<file path="config.mk">
export PLATFORM = sky130hd
export DESIGN_NAME = afe2256_lvds_tx_framer
export DESIGN_NICKNAME = d
export VERILOG_FILES = /design/src/rtl/afe2256_lvds_pkg.sv /design/src/rtl/afe2256_tx_testpat_gen.sv /design/src/rtl/afe2256_lvds_tx_framer.sv
export SDC_FILE = /design/constraint.sdc
export NUM_CORES = 1
export LEC_CHECK = 0
export CAP_MARGIN = 20
export CORE_UTILIZATION = 50
export DETAILED_ROUTE_END_ITERATION = 7
export PLACE_DENSITY = 0.79
export SLEW_MARGIN = 20
export SYNTH_ARGS = -nofsm -noshare
export SYNTH_HDL_FRONTEND = slang
export SYNTH_SLANG_ARGS = --single-unit
export TNS_END_PERCENT = 5
</file>
<file path="constraint.sdc">
create_clock -name clk_sys -period 5.5 [get_ports clk_sys]
set_input_delay 1.65 -clock clk_sys [delete_from_list [all_inputs] [get_ports clk_sys]]
set_output_delay 1.65 -clock clk_sys [all_outputs]
set_load 0.1 [all_outputs]
</file>
<file path="src/rtl/afe2256_lvds_pkg.sv">
// Shared types and constants for the AFE2256 LVDS transmit framer.
package afe2256_lvds_pkg;

    typedef enum logic [1:0] {
        TX_IDLE  = 2'd0,
        TX_TRAIN = 2'd1,
        TX_DATA  = 2'd2
    } afe_tx_state_t;

    localparam logic [11:0] AFE_SYNC_HI      = 12'hFFF;
    localparam logic [11:0] AFE_SYNC_LO      = 12'h000;
    localparam int unsigned AFE_WORD_BITS    = 12;
    localparam int unsigned AFE_NIB_PER_WORD = 3;

    // Nibble sent in a given phase; MSB nibble leaves first.
    function automatic logic [3:0] afe_nibble(input logic [AFE_WORD_BITS-1:0] word,
                                              input logic [1:0] phase);
        case (phase)
            2'd0:    return word[11:8];
            2'd1:    return word[7:4];
            default: return word[3:0];
        endcase
    endfunction

endpackage

</file>
<file path="src/rtl/afe2256_tx_testpat_gen.sv">
// 12-bit ramp source for the framer's test-pattern mode (AFE2256_TX_TESTPAT_EN builds only).
module afe2256_tx_testpat_gen
    import afe2256_lvds_pkg::*;
(
    input  logic                     clk_sys,
    input  logic                     rst_n,
    input  logic                     adv,
    output logic [AFE_WORD_BITS-1:0] ramp
);

    logic [AFE_WORD_BITS-1:0] ramp_q, ramp_d;

    always_comb begin
        ramp_d = ramp_q;
        if (adv) begin
            ramp_d = ramp_q + 1'b1;
        end
    end

    always_ff @(posedge clk_sys) begin
        if (!rst_n) begin
            ramp_q <= '0;
        end else begin
            ramp_q <= ramp_d;
        end
    end

    assign ramp = ramp_q;

endmodule

</file>
<file path="src/rtl/afe2256_lvds_tx_framer.sv">
// AFE2256 LVDS transmit framer: IDLE/TRAIN/DATA word framing into DOUT/FCLK nibbles.
// Optional ramp test pattern enabled by macro AFE2256_TX_TESTPAT_EN.
module afe2256_lvds_tx_framer
    import afe2256_lvds_pkg::*;
#(
    parameter int unsigned              TRAIN_WORDS = 16,
    parameter logic [AFE_WORD_BITS-1:0] IDLE_WORD   = 12'h000
) (
    input  logic                     clk_sys,
    input  logic                     rst_n,
    input  logic                     enable,
    input  logic                     train_req,
`ifdef AFE2256_TX_TESTPAT_EN
    input  logic                     test_mode,
`endif
    input  logic [AFE_WORD_BITS-1:0] s_data,
    input  logic                     s_valid,
    output logic                     s_ready,
    output logic [3:0]               dout_nib,
    output logic [3:0]               fclk_nib,
    output logic                     nib_valid,
    output logic [1:0]               tx_state,
    output logic [15:0]              word_cnt,
    output logic [7:0]               underrun_cnt
);

    localparam logic [8:0] TRAIN_LAST = 9'(2 * TRAIN_WORDS - 1);
    localparam logic [1:0] PH_LAST    = 2'(AFE_NIB_PER_WORD - 1);

    afe_tx_state_t            state_q, state_d;
    logic [1:0]               phase_q, phase_d;
    logic [AFE_WORD_BITS-1:0] word_q, word_d;
    logic [8:0]               train_cnt_q, train_cnt_d;
    logic                     pend_q, pend_d;
    logic [15:0]              word_cnt_q, word_cnt_d;
    logic [7:0]               underrun_q, underrun_d;
    logic [3:0]               dout_q, dout_d;
    logic [3:0]               fclk_q, fclk_d;
    logic                     nib_valid_q, nib_valid_d;

    logic                     boundary;
    logic                     train_hit;
    logic                     ready;
    logic                     load;
    logic                     tm;
    logic [AFE_WORD_BITS-1:0] ramp_word;

`ifdef AFE2256_TX_TESTPAT_EN
    assign tm = test_mode;

    afe2256_tx_testpat_gen u_testpat (
        .clk_sys (clk_sys),
        .rst_n   (rst_n),
        .adv     (load && tm),
        .ramp    (ramp_word)
    );
`else
    assign tm        = 1'b0;
    assign ramp_word = '0;
`endif

    assign boundary  = (state_q != TX_IDLE) && (phase_q == PH_LAST);
    // A train_req arriving on the boundary cycle itself is honoured immediately.
    assign train_hit = pend_q || train_req;
    assign ready     = (state_q == TX_DATA) && (phase_q == PH_LAST) && enable && !train_hit && !tm;
    // Boundary that starts a DATA word: end of training, or DATA continuing.
    assign load      = boundary && enable &&
                       (((state_q == TX_TRAIN) && (train_cnt_q == TRAIN_LAST)) ||
                        ((state_q == TX_DATA) && !train_hit));

    always_comb begin
        state_d     = state_q;
        phase_d     = phase_q;
        word_d      = word_q;
        train_cnt_d = train_cnt_q;
        pend_d      = pend_q;
        word_cnt_d  = word_cnt_q;
        underrun_d  = underrun_q;

        if ((state_q == TX_DATA) && train_req) begin
            pend_d = 1'b1;
        end
        if (state_q != TX_IDLE) begin
            phase_d = (phase_q == PH_LAST) ? 2'd0 : phase_q + 2'd1;
        end

        case (state_q)
            TX_IDLE: begin
                phase_d = '0;
                pend_d  = 1'b0;
                if (enable) begin
                    state_d     = TX_TRAIN;
                    word_d      = AFE_SYNC_HI;
                    train_cnt_d = '0;
                end
            end
            TX_TRAIN: begin
                if (boundary) begin
                    if (!enable) begin
                        state_d = TX_IDLE;
                    end else if (train_cnt_q == TRAIN_LAST) begin
                        state_d = TX_DATA;
                    end else begin
                        train_cnt_d = train_cnt_q + 9'd1;
                        word_d      = train_cnt_d[0] ? AFE_SYNC_LO : AFE_SYNC_HI;
                    end
                end
            end
            TX_DATA: begin
                if (boundary) begin
                    pend_d = 1'b0;
                    if (!enable) begin
                        state_d = TX_IDLE;
                    end else if (train_hit) begin
                        state_d     = TX_TRAIN;
                        train_cnt_d = '0;
                        word_d      = AFE_SYNC_HI;
                    end
                end
            end
            default: state_d = TX_IDLE;
        endcase

        if (load) begin
            if (tm) begin
                word_d     = ramp_word;
                word_cnt_d = word_cnt_q + 16'd1;
            end else if (ready && s_valid) begin
                word_d     = s_data;
                word_cnt_d = word_cnt_q + 16'd1;
            end else begin
                word_d = IDLE_WORD;
                // The filler word on entry from TRAIN is not an underrun.
                if ((state_q == TX_DATA) && (underrun_q != 8'hFF)) begin
                    underrun_d = underrun_q + 8'd1;
                end
            end
        end

        if (state_d == TX_IDLE) begin
            word_d = '0;
        end

        nib_valid_d = (state_d != TX_IDLE);
        dout_d      = nib_valid_d ? afe_nibble(word_d, phase_d) : 4'h0;
        fclk_d      = (nib_valid_d && (phase_d == 2'd0)) ? 4'hF : 4'h0;
    end

    always_ff @(posedge clk_sys) begin
        if (!rst_n) begin
            state_q     <= TX_IDLE;
            phase_q     <= '0;
            word_q      <= '0;
            train_cnt_q <= '0;
            pend_q      <= 1'b0;
            word_cnt_q  <= '0;
            underrun_q  <= '0;
            dout_q      <= '0;
            fclk_q      <= '0;
            nib_valid_q <= 1'b0;
        end else begin
            state_q     <= state_d;
            phase_q     <= phase_d;
            word_q      <= word_d;
            train_cnt_q <= train_cnt_d;
            pend_q      <= pend_d;
            word_cnt_q  <= word_cnt_d;
            underrun_q  <= underrun_d;
            dout_q      <= dout_d;
            fclk_q      <= fclk_d;
            nib_valid_q <= nib_valid_d;
        end
    end

    assign s_ready      = ready;
    assign dout_nib     = dout_q;
    assign fclk_nib     = fclk_q;
    assign nib_valid    = nib_valid_q;
    assign tx_state     = state_q;
    assign word_cnt     = word_cnt_q;
    assign underrun_cnt = underrun_q;

endmodule

</file>
Yosys cells after proc, flatten, opt, wreduce, memory -nomap -nowiden
Cells that the tools add are included.
{"block": "totals", "elab_cells": 89, "output_inout_bits": 36, "ff_bits": 59, "input_bits": 17}
{"block": "classes", "addsub": 4, "n_reduce_logical": 25, "eq_ne": 13, "n_mux": 36, "bitwise": 1}
{"op": "two-way mux 12 bit", "count": 11}
{"op": "two-way mux 9 bit", "count": 7}
{"op": "one-hot mux 12 bit (3 select lines)", "count": 1}
{"op": "one-hot mux 9 bit (3 select lines)", "count": 1}
{"op": "two-way mux 2 bit", "count": 10}
{"op": "adder 16 x 1 -> 16 bit (second input constant)", "count": 1}
{"op": "!= test 2 bit (second input constant)", "count": 7}
{"op": "logical AND 1 bit", "count": 12}
{"op": "adder 9 x 1 -> 9 bit (second input constant)", "count": 1}
{"op": "equality test 9 x 5 -> 1 bit (second input constant)", "count": 1}
{"op": "adder 8 x 1 -> 8 bit (second input constant)", "count": 1}
{"op": "!= test 8 bit (second input constant)", "count": 1}
{"op": "one-hot mux 4 bit (2 select lines)", "count": 1}
{"op": "AND reduction 8 bit", "count": 1}
{"op": "zero test 2 bit", "count": 3}
{"op": "one-hot mux 2 bit (3 select lines)", "count": 1}
{"op": "equality test 2 x 1 -> 1 bit (second input constant)", "count": 2}
{"op": "equality test 2 bit (second input constant)", "count": 2}
{"op": "two-way mux 4 bit", "count": 1}
{"op": "AND reduction 2 bit", "count": 2}
{"op": "nonzero test 2 bit", "count": 2}
{"op": "AND reduction 3 bit", "count": 1}
{"op": "nonzero test 3 bit", "count": 1}
{"op": "adder 2 x 1 -> 2 bit (second input constant)", "count": 1}
{"op": "other kinds (5)", "count": 7}

Logic depth before layout (Yosys ltp)
Gate-level depths: netlist (run 1).
{"block": "logic_depth", "depth_word": 9, "mapped_depth": 8, "ltp_nobuf": 7}

Worst setup path before layout (run 1)
No wires, ideal clock.
{"block": "synth_timing", "path_type": "input to output", "from": "input enable", "to": "output s_ready", "required_time_ns": 3.850, "arrival_ns": 2.985, "n_path_buf": 2, "stages": 5, "setup_slack_ns": 0.865, "path_cell_list": "clkbuf_1 -> and3b_1 -> clkbuf_1 -> nand3_1 -> inv_1"}
{"block": "synth_via", "elab_chain_len": 2}
{"element": "from (decl)", "line_no": "afe2256_lvds_tx_framer.sv:11", "source": "input logic enable,"}
{"element": "logical AND 1 bit (2 in a row)", "line_no": "afe2256_lvds_tx_framer.sv:65", "source": "assign ready = (state_q == TX_DATA) && (phase_q == PH_LAST) && enable && !train_hit && !tm;"}
{"element": "to (decl)", "line_no": "afe2256_lvds_tx_framer.sv:18", "source": "output logic s_ready,"}
Every way passes these cells.

Final worst setup path (run 1)
Ends and elaborated chain as after synthesis.

==> qor.yml, run 1 <==
cts_resized: 0
rows: 26
pwr-share-clk: 0.296
synth_top_area_share: 0.408
fin_skew_ns: 0.0109
critPathSlowestCell: "clkdlybuf4s50_1"
period_needed_ns: 4.87
yosysUniqueCellTypes: 43
design_area_mm2: 0.00342
ys_ff_latch: 56
pwr-share-comb: 0.159
synthCells: 331
routedWlPerCell_um: 13.7
synthTopCellsByArea: "dfxtp_1, xnor2_1, nand2_1"
power_density_mw_per_mm2: 229
setup_viol: 0
rsz0062_at_grt: "no"
drt_wl_total_um: 6150
hold_class: "reg2reg"
avgViaCountPerCell: 5.62
grt_use_met1: 0.279
startpoint_type: "input port"
setup_tns_ns: 0
gp_congestion: 0.860
grt_pass1_wl_um: 10300
p_seq_frac: 0.545
grt_max_degree: 34
cts_buffer_depth: 2
critical_path_arrival_ns: 3.22
avgSynthCellArea_um2: 8.30
tightest_slew_ns: 0.981
grt_util_all_layers: 0.216
diodes: 0
drc: 0
design.die.area_mm2: 0.00579
dr_total_vias: 2530
fmax_mhz: 205
peakVddDrop_mv: 0.126
critPathMaxStageDelay_ns: 0.60
initial_core_util: 0.528
intPower_uw: 550
cts_buffers: 5
crit_start: "enable"
overflow: 0
maxCapViolCount: 0
p_leak_uw: 0.00118
htree_levels: 2
switching_share: 0.297
netlist_area_mm2: 0.00275
grt_pass1_vias: 2334
top_usage_layer: "met2"
layout-drive-gt1-share: 0.0526
cts_root_buffer: "clkbuf_8"
hold_buffers: 0
post-dp-hpwl_um: 4440
ios: 53
gr-usage-met2: 0.364
final_common_cell: "dfxtp_1"
hold_viol: 0
port_buffers: 52
clock-sinks: 56
fp.dieW_um: 76.1
drv_slew: 0
p_sw_uw: 232
slew_headroom: 0.344
die_h_um: 76.1
crit_chain: "clkdlybuf4s50_1 > and3b_1 > nand3_1 > inv_1 > buf_12"
worstSetupEndpointType: "primary output"
ys_warn_count: 0
worstPathRequired_ns: 3.85
status: "complete, no violations"
critPathKind: "in2out"
crit-reg2reg-launch: "tx_state[0]"
yosys.area.top_type: "dfxtp_1"
fp.coreArea_mm2: 0.00520
syn2layout_area_growth_pct: 24.5
period_share: 0.885
crit_fanout: 7
placed_area_mm2: 0.00332
clk_pin_slew_ns: 0.10
antenna_found_initial: 0
nets: 399
clkLatencyLatePin_ns: 0.32
detail-route-antenna-nets: 0
syn-num-nets: 351
yosysSeqAreaShare: 0.408
hp-start: "word_cnt[1]"
layout_common_cells: "dfxtp_1, clkdlybuf4s50_1, nand2_1"
first_iter_violations: 207
postCtsSetupBuffers: 0
total_power_uw: 782
cts_tree: "done"
gr-usage-met3: 0.0407
drt_pass1_iterations: 4
[critical path: cells and delay by family]
family,cells,cell delay (ns)
buffers and inverters,3,0.96
and+or+nand+nor,2,0.60
[layout make-up]
cell class,count,area [um2]
tap,70,87.6
clock buffer,5,68.8
fill,456,1790
sequential,56,1120
clock inverter,3,26.3
multi-input combinational,252,1530
inverter,9,33.8
timing repair buffer,55,553
[path summary, 6_finish.rpt]
check,end,slack [ns],depth (start not counted)
hold reg to reg,word_cnt[1],0.51,2
hold / removal,word_cnt[1],0.51,2
setup reg to reg,underrun_cnt[3],2.85,6
setup / recovery,s_ready,0.63,5
[registers in the layout, indices dropped and copies added (netlist names)]
| register | cells |
|---|---|
| tx_state | 2 |
| word_cnt | 16 |
| fclk_nib | 1 |
| nib_valid | 1 |
| dout_nib | 4 |
| pend_q | 1 |
| word_q | 12 |
| underrun_cnt | 8 |
| phase_q | 2 |
| train_cnt_q | 9 |
[cells in the mapped netlist]
master,count
a22oi_1,2
and4bb_2,2
a2bb2oi_1,1
or3_1,7
nand2b_1,5
nor2b_1,7
nand3b_1,2
nor3b_1,2
o31ai_1,3
a21boi_1,2
o311ai_0,5
a211oi_1,8
o21ai_1,1
nand3_1,14
or2_2,1
a211oi_2,1
inv_1,9
dfxtp_1,56
nor2_1,26
o21ai_0,9
and3_1,3
a2111oi_0,1
o211ai_1,5
buf_4,3
nand3_2,1
and3b_1,1
o221ai_1,2
ha_1,3
or4b_4,1
and2_1,15
xnor2_1,20
xor2_1,4
nor3_1,4
nor3_4,1
nor4_2,1
o22ai_1,1
mux2i_1,1
a21boi_0,8
a21oi_1,26
nand2_1,44
a31oi_1,2
nand4_1,10
clkbuf_1,11
[power groups by stage]
stage | Combinational (uW) | Clock [uW] | Sequential [uW]
2_1_floorplan | 61.4 | 0 | 463
3_3_place_gp | 122 | 0 | 436
3_5_place_dp | 123 | 0 | 436
4_1_cts | 124 | 240 | 426
5_1_grt | 133 | 259 | 429
6_report | 124 | 231 | 426
[per-layer routing]
metal,part of all wire,up-vias
met5,0,-
met4,0.014,0
met3,0.048,6
met2,0.48,68
met1,0.46,1194
li1,-,1262
[logic make-up (layout without fill, tap and decap cells)]
kind of cell,after synthesis,count (layout),synth area share
AOI/OAI and AO/OA,77,77,0.182
xor gates and xnor gates,24,24,0.0765
adders and majority gates,3,3,0.0137
buffers and inverters,23,72,0.0355
DFF,56,56,0.408
muxes,1,1,0.00364
and+or+nand+nor,147,147,0.280
[stage by stage]
| step | hold WS (ns) | setup slack [ns] | std cells | utilization |
|---|---|---|---|---|
| 2_1_floorplan | 0.482 | 0.865 | 331 | - |
| 3_3_place_gp | 0.481 | 0.749 | 442 | 0.638 |
| 3_5_place_dp | 0.495 | 0.665 | 442 | 0.638 |
| 4_1_cts | 0.509 | 0.665 | 450 | 0.657 |
| 5_1_grt | 0.521 | 0.563 | 450 | 0.657 |
| 6_report | 0.509 | 0.631 | 450 | 0.657 |
Power figures use the tool's default switching activity.
==> run 2: changes to the inputs <==
--- a/config.mk
+++ b/config.mk
@@ -9,8 +9,10 @@
 export CORE_UTILIZATION = 50
 export DETAILED_ROUTE_END_ITERATION = 7
 export PLACE_DENSITY = 0.79
+export SETUP_SLACK_MARGIN = 0.5
 export SLEW_MARGIN = 20
 export SYNTH_ARGS = -nofsm -noshare
 export SYNTH_HDL_FRONTEND = slang
+export SYNTH_HIERARCHICAL = 1
 export SYNTH_SLANG_ARGS = --single-unit
 export TNS_END_PERCENT = 5
==> results of run 2 <==
No change in the layout: final DEF, timing and power equal those of run 1.
Main changes from that run: Yosys warning count 0 -> 6
==> run 3: changes to the inputs <==
--- a/config.mk
+++ b/config.mk
@@ -6,6 +6,7 @@
 export NUM_CORES = 1
 export LEC_CHECK = 0
 export CAP_MARGIN = 20
+export CORE_ASPECT_RATIO = 1.4
 export CORE_UTILIZATION = 50
 export DETAILED_ROUTE_END_ITERATION = 7
 export PLACE_DENSITY = 0.79
==> qor.yml, run 3 <==
status: "complete, no violations"
cts_tree: "done"
period_needed_ns: 4.76  # -0.104 ns
critical_path_arrival_ns: 3.11  # -0.11 ns
tightest_slew_ns: 0.974  # -0.00654 ns
fmax_mhz: 210  # +2.2%
layout-drive-gt1-share: 0.0526  # unchanged
yosysSeqAreaShare: 0.408  # unchanged
rows: 31  # +19%
peakVddDrop_mv: 0.149  # +19%
path_delay_family: "buffers and inverters"
ios: 53  # unchanged
synth_edf_count: 0  # unchanged
drc: 0  # unchanged
yosysMostFrequentCell: "dfxtp_1"
diodes: 0  # unchanged
cts_buffers: 5  # unchanged
crit_cells: 5  # unchanged
power_density_mw_per_mm2: 229  # +0.12%
yosysUniqueCellTypes: 43  # unchanged
postCtsSetupBuffers: 0  # unchanged
crit_chain: "clkdlybuf4s50_1 > and3b_1 > nand3_1 > inv_1 > buf_12"
period_share: 0.866  # -0.0189
synthTopCellsByArea: "dfxtp_1, xnor2_1, nand2_1"
clkLatencyLatePin_ns: 0.32  # about the same
setup_tns_ns: 0  # unchanged
avgSynthCellArea_um2: 8.30  # unchanged
whs_ns: 0.520  # +0.0109 ns
fin_skew_ns: 0.0104  # -0.000512 ns
maxCapViolCount: 0  # unchanged
netlist_area_mm2: 0.00275  # unchanged
register_area_mm2: 0.00112  # unchanged
post-dp-hpwl_um: 4730  # +6.4%
first_iter_violations: 160  # -23%
yosys.area.top_type: "dfxtp_1"
syn-num-nets: 351  # unchanged
grt_pass1_wl_um: 10800  # +4.3%
clock-sinks: 56  # unchanged
htree_levels: 2  # unchanged
critPathKind: "in2out"
ys_warn_count: 6
die_h_um: 89.7  # +18%
hold_viol: 0  # unchanged
p_leak_uw: 0.00118  # -0.35%
critPathMaxStageDelay_ns: 0.58  # -0.02 ns
cts_buffer_depth: 2  # unchanged
yosys-top-cells-count: "dfxtp_1, nand2_1, a21oi_1, nor2_1, xnor2_1"
port_buffers: 52  # unchanged
grt_max_degree: 34  # unchanged
synth_top_area_share: 0.408  # unchanged
worstPathRequired_ns: 3.85  # about the same
overflow: 0  # unchanged
cts_root_buffer: "clkbuf_8"
cts_resized: 0  # unchanged
drt_wl_total_um: 6470  # +5.2%
worst-path-buf-inv: 3  # unchanged
antenna_found_initial: 0  # unchanged
rsz0062_at_grt: "no"
gp_congestion: 0.842  # -2.1%
drt_pass1_iterations: 5  # +1
fp.dieW_um: 64.6  # -15%
hold_depth: 2  # unchanged
final_common_cell: "dfxtp_1"
detail-route-antenna-nets: 0  # unchanged
syn2layout_area_growth_pct: 24.1
multi_input_area_mm2: 0.00153  # unchanged
initial_core_util: 0.524  # -0.00315
avgViaCountPerCell: 5.66  # +0.70%
hold_class: "reg2reg"
routedWlPerCell_um: 14.5  # +6.1%
drv_slew: 0  # unchanged
ys_ff_latch: 56  # unchanged
grt_util_all_layers: 0.241  # +0.0247
synthArstFlopShare: 0  # unchanged
synthCells: 331  # unchanged
fp.coreArea_mm2: 0.00524  # +0.60%
critPathSlowestCell: "clkdlybuf4s50_1"
dr_total_vias: 2525  # -0.20%
fillers: 473  # +3.7%
startpoint_type: "input port"
largest_reg_flops: 16  # unchanged
setup_viol: 0  # unchanged
grt_pass1_vias: 2415  # +3.5%
clk_pin_slew_ns: 0.10  # about the same
slew_headroom: 0.348  # +0.00438
hold_buffers: 0  # unchanged
ys_dominant_reg_cell: "dfxtp_1"
nets: 399  # unchanged
ff2ff_path_depth: 6  # unchanged
layout_common_cells: "dfxtp_1, clkdlybuf4s50_1, nand2_1"
total_power_uw: 781  # -0.17%
crit_fanout: 7  # unchanged
worstSetupEndpointType: "primary output"
design.die.area_mm2: 0.00580  # about the same
[run 3: cell counts after synthesis]
Identical to the previous run, type by type.
[run 3: through the flow]
stage	util	worst slack [ns]	instances	area, um2
2_1_floorplan	-	0.865	331	2750
3_3_place_gp	0.634	0.780	438	3320
3_5_place_dp	0.634	0.763	438	3320
4_1_cts	0.651	0.745	446	3410
5_1_grt	0.651	0.643	446	3410
6_report	0.651	0.736	446	3410
[run 3: layout make-up]
class | instances | area share
multi-input cells | 252 | 0.448
flip-flops and latches | 56 | 0.329
repair buffers | 55 | 0.162
well taps | 66 | 0.0242
clock buffers | 5 | 0.0202
inverters | 9 | 0.00991
clock inverters | 3 | 0.00624
[run 3: cells by family (layout without fill, tap and decap cells)]
family                     after synthesis  in the layout  share of synthesized area
and+or+nand+nor                        147            147                      0.280
AOI/OAI and AO/OA                       77             77                      0.182
DFF                                     56             56                      0.408
xor gates and xnor gates                24             24                     0.0765
buffers and inverters                   23             72                     0.0355
adders and majority gates                3              3                     0.0137
muxes                                    1              1                    0.00364
[run 3: where the power goes]
group	switching [uW]	leakage, uW	total (uW)	internal (uW)
combinational	83.8	0.000681	123	39.6
clock	140	0.0000445	230	90.8
sequential	9.44	0.000455	427	417
total	233	0.00118	781	548
[run 3: worst min-delay path: cells and delay by family, from the launching register on]
family,cells,cell delay (ns)
flip-flops,1,0.34
AO/OA/AOI/OAI,2,0.15
[run 3: routing by layer]
metal,routed length (um),track usage,part of all wire
met5,0,0,0
met2,3430,0.450,0.53
met4,129,0.109,0.020
met1,2680,0.270,0.41
met3,223,0.0354,0.034
[run 3: final timing paths]
kind | to | slack (ns) | startpoint
min | word_cnt[12] | 0.52 | word_cnt[12]
max reg2reg | underrun_cnt[5] | 2.76 | tx_state[0]
max | s_ready | 0.74 | enable
min reg2reg | word_cnt[12] | 0.52 | word_cnt[12]
